[src/rtl/alu_arbiter.sv]
// alu_arbiter: round-robin arbiter granting two requesters one-at-a-time access to a shared combinational ALU
module alu_arbiter #(
    parameter int DATA_WIDTH = 32,
    parameter int OP_WIDTH   = 4
) (
    input  logic                  clk,
    input  logic                  reset,
    input  logic                  req0_valid_i,
    input  logic [OP_WIDTH-1:0]   req0_op_i,
    input  logic [DATA_WIDTH-1:0] req0_a_i,
    input  logic [DATA_WIDTH-1:0] req0_b_i,
    output logic                  req0_ready_o,
    input  logic                  req1_valid_i,
    input  logic [OP_WIDTH-1:0]   req1_op_i,
    input  logic [DATA_WIDTH-1:0] req1_a_i,
    input  logic [DATA_WIDTH-1:0] req1_b_i,
    output logic                  req1_ready_o,
    output logic                  rsp0_valid_o,
    output logic [DATA_WIDTH-1:0] rsp0_data_o,
    output logic                  rsp0_zero_o,
    input  logic                  rsp0_ready_i,
    output logic                  rsp1_valid_o,
    output logic [DATA_WIDTH-1:0] rsp1_data_o,
    output logic                  rsp1_zero_o,
    input  logic                  rsp1_ready_i,
    output logic [OP_WIDTH-1:0]   alu_operation_o,
    output logic [DATA_WIDTH-1:0] alu_a_o,
    output logic [DATA_WIDTH-1:0] alu_b_o,
    input  logic [DATA_WIDTH-1:0] alu_data_i,
    input  logic                  alu_zero_i
);
    typedef enum logic [1:0] {IDLE, EXEC, RESP} state_t;
    state_t                state, state_nx;
    logic                  owner, last, g0, g1, idle, exec, resp, done;
    logic [OP_WIDTH-1:0]   op_q;
    logic [DATA_WIDTH-1:0] a_q, b_q, res_q;
    logic                  zero_q;
    always_comb begin
        idle     = state == IDLE;
        exec     = state == EXEC;
        resp     = state == RESP;
        g0       = req0_valid_i & (~req1_valid_i | last);
        g1       = req1_valid_i & (~req0_valid_i | ~last);
        done     = owner ? rsp1_ready_i : rsp0_ready_i;
        state_nx = idle ? ((g0 | g1) ? EXEC : IDLE) :
                   exec ? RESP :
                   resp ? (done ? IDLE : RESP) : IDLE;
    end
    // reset gates the grant so valids held during reset are not acknowledged
    assign req0_ready_o    = reset & idle & g0;
    assign req1_ready_o    = reset & idle & g1;
    assign alu_operation_o = exec ? op_q : '0;
    assign alu_a_o         = exec ? a_q : '0;
    assign alu_b_o         = exec ? b_q : '0;
    assign rsp0_valid_o    = resp & ~owner;
    assign rsp1_valid_o    = resp & owner;
    assign rsp0_data_o     = rsp0_valid_o ? res_q : '0;
    assign rsp1_data_o     = rsp1_valid_o ? res_q : '0;
    assign rsp0_zero_o     = rsp0_valid_o & zero_q;
    assign rsp1_zero_o     = rsp1_valid_o & zero_q;
    always_ff @(posedge clk or negedge reset) begin
        if (!reset) begin
            state  <= IDLE;
            owner  <= 1'b0;
            last   <= 1'b1;
            op_q   <= '0;
            a_q    <= '0;
            b_q    <= '0;
            res_q  <= '0;
            zero_q <= 1'b0;
        end else begin
            state <= state_nx;
            if (idle & (g0 | g1)) begin
                owner <= g1;
                last  <= g1;
                op_q  <= g1 ? req1_op_i : req0_op_i;
                a_q   <= g1 ? req1_a_i : req0_a_i;
                b_q   <= g1 ? req1_b_i : req0_b_i;
            end
            if (exec) begin
                res_q  <= alu_data_i;
                zero_q <= alu_zero_i;
            end
        end
    end
endmodule

[config.mk]
export PLATFORM = sky130hd
export DESIGN_NAME = alu_arbiter
export DESIGN_NICKNAME = d
export VERILOG_FILES = /design/src/rtl/alu_arbiter.sv
export SDC_FILE = /design/constraint.sdc
export NUM_CORES = 1
export LEC_CHECK = 0
export ABC_CLOCK_PERIOD_IN_PS = 3290
export BUFFER_PORTS_ARGS = -buffer_cell sky130_fd_sc_hd__buf_2
export CAP_MARGIN = 10
export CELL_PAD_IN_SITES_DETAIL_PLACEMENT = 0
export CELL_PAD_IN_SITES_GLOBAL_PLACEMENT = 1
export CORE_MARGIN = 3
export CORE_UTILIZATION = 30
export CTS_BUF_LIST = sky130_fd_sc_hd__clkbuf_16
export CTS_CLUSTER_SIZE = 20
export DETAILED_ROUTE_END_ITERATION = 8
export PLACE_DENSITY = 0.81
export SYNTH_ARGS = -nofsm -noshare
export SYNTH_HDL_FRONTEND = slang
export SYNTH_SLANG_ARGS = --single-unit
[constraint.sdc]
create_clock -name clk -period 3.29 [get_ports clk]
set_clock_uncertainty 0.1 [all_clocks]
set_input_delay 0.329 -clock clk [delete_from_list [all_inputs] [get_ports clk]]
set_output_delay 0.329 -clock clk [all_outputs]
set_load 0.01 [all_outputs]
==> out/metrics.yaml <==
syn_inst: 459
yosysTopAreaCell: "dfrtp_1"
crit_fanout: 43
dp_slack_ps: 1118
critPathBufInv: 3
slowest_delay_ps: 540
power_leakage_nw: 4.544
final_common_cell: "buf_2"
cts.path.max_buffers: 2
path_clk_slew_ps: 70
hold_path.class: "in2reg"
hold_violations: 0
cp-end-kind: "output pin"
synthesis.nets: 634
cts.sinks: 105
worstReg2RegStart: "last$_DFFE_PN1P_"
max_slew.worst_pin.slew_ps: 595.6
drc: 0
hold-worst-slack_ps: 101.4
core_area_mm2: 0.02036
nNetsFinal: 936
antenna_found_initial: 2
synthTopCellsByArea: "dfrtp_1 (42%), mux2_4 (33%), and2_1 (13%)"
cts_tree: "built"
layout_common_cells: "buf_2 (311), mux2_4 (136), and2_1 (134), dfrtp_1 (104), mux2_2 (34)"
routed_wl_um: 15730
cp_cell_sequence: "dlygate4sd3_1, buf_4, nand2_1, nor2_1, buf_2"
portBuffers: 312
synth-seq-area-share_pct: 41.98
ir_worst_vdd_mv: 0.2811
critPathRequiredTime_ps: 2860
root_buffer: "clkbuf_16"
die_width_um: 150.5
powerDensity_mw_per_mm2: 818.7
grt_max_degree: 65
pin_count: 313
fillCellCount: 1953
relSlewSlack_pct: 60.29
maxCapViolCount: 0
vias_per_cell: 4.337
avgSynthCellArea_um2: 13.64
start_util_pct: 30.75
synth_top_area_share_pct: 41.56
hold_start: "req0_valid_i"
globalRouteOverflowTotal: 0
grt_use_total_pct: 13.45
r2r_end: "a_q[29]$_DFFE_PN0P_"
slowest_stage: "dlygate4sd3_1"
drive_gt1_share_pct: 66.97
hold-path-cell-count: 2
ys_seq_elements: 105
worst_slack_ps: 1054
antenna_left: 0
fin_crit_sh_pct: 67.95
path_class: "in2out"
maxSlewViolCount: 0
outcome: "finished, final reports clean"
timing.setup.tns_ps: 0
num_antenna_cells: 0
grt_pass1_vias: 4559
grt_setup_unrepaired: "no"
crit_arrival_ps: 1810
fin_crit_ps: 2236
gp_congestion: 0.7295
setup_violations: 0
routedWlPerCell_um: 15.18
numCtsBuffers: 9
r2r_setup_slack_ps: 1120
dp_cells: 1019
final_util_pct: 40.89
synthDistinctLibCells: 22
critPathTopFamily: "buffers and inverters"
fp.dieH_um: 150.5
die_area_mm2: 0.02264
yosysWarnings: 0
grt_pass1_wl_um: 23760
hold_end: "last$_DFFE_PN1P_"
clk_latency_ps: 350
vias: 4493
syn2layout_area_growth_pct: 32.97
first_pass_iters: 4
rows: 52
worst_setup_path_start_kind: "primary input"
r2r_cells: 4
fmax_ghz: 0.4473
h-tree-depth: 3
netlist_area_mm2: 0.006262
instances_no_fill: 1036
dpl.hpwl_um: 11850
drt_iter0_drc: 134
-- metal layers --
| metal | track usage, % | vias up | routed length (um) |
|---|---|---|---|
| li1 | - | 2157 | - |
| met1 | 15.66 | 2098 | 6176 |
| met2 | 23.19 | 204 | 7795 |
| met3 | 3.913 | 30 | 1319 |
| met4 | 5.444 | 4 | 401 |
| met5 | 0 | - | 34 |
-- kinds of logic after synthesis --
logic type / count (synthesis) / synth area share (%)
AOI/OAI and AO/OA: 7 / 0.7992
buffers and inverters: 35 / 4.555
DFF: 105 / 41.98
muxes: 170 / 38.72
and+or+nand+nor: 142 / 13.95
-- Yosys cell counts --
library cell and count:
a21bo_1 1, a21oi_1 1, a31oi_1 1, and2_1 134, buf_12 7, buf_2 5, buf_4 7, buf_6 1
clkbuf_1 13, dfrtp_1 104, dfstp_2 1, inv_1 2, mux2_2 34, mux2_4 136, nand2_1 1, nand2b_1 1
nor2_1 5, nor2b_1 1, o21a_1 1, o21ai_0 1, o21bai_1 1, o32ai_1 1
-- state kept, by name (all words and copies together) (netlist names) --
register and cells:
owner 1, zero_q 1, b_q 32, state 2
last 1, res_q 32, op_q 4, a_q 32
-- where the power goes --
part	internal (W)	leakage, nW	switching [W]	total [W]
Clock	0.000515	0.139	0.000503	0.00102
Combinational	0.00201	3.17	0.00143	0.00344
Sequential	0.00197	1.23	0.000390	0.00236
-- cell type report --
cell class | instances | area (um2) | area share (%)
inverters | 2 | 7.507 | 0.09016
clock inverters | 7 | 46.29 | 0.5560
repair buffers | 324 | 1707 | 20.50
clock buffers | 9 | 225.2 | 2.705
multi-input cells | 319 | 3374 | 40.53
flip-flops and latches | 105 | 2629 | 31.57
well taps | 270 | 337.8 | 4.057
-- worst reg2reg max path: stages (launching register included) --
cell and delay (ps):
dfstp_2 560, a21bo_4 490, buf_12 310, mux2_4 340, mux2_4 250
-- worst max-delay path by stage --
stage / cells past startpoint / to / startpoint / slack [ps]
finish: 5 / req1_ready_o / reset / 1050
global route: 5 / req0_ready_o / reset / 880
CTS: 5 / req1_ready_o / reset / 1000
detailed placement: 4 / a_q[20]$_DFFE_PN0P_ / last$_DFFE_PN1P_ / 1120
global placement: 4 / a_q[26]$_DFFE_PN0P_ / last$_DFFE_PN1P_ / 1150
floorplan: 5 / a_q[10]$_DFFE_PN0P_ / last$_DFFE_PN1P_ / 1570
-- metrics by stage --
stage                     instance area, um2  total power [W]
final                                   8327         0.006817
after global routing                    8327         0.007306
after CTS                               8327         0.006947
after detailed placement                8045         0.005889
after floorplan                         6262         0.004843
after global placement                  8045         0.005821
-- timing repair --
action / 4_1_cts / 5_1_grt
buffers inserted: 0 / 0
hold buffers: 1 / 0
resized for setup: 0 / 0
endpoints found under the hold margin: 40 / 0
(Power assumes the default switching activity.)
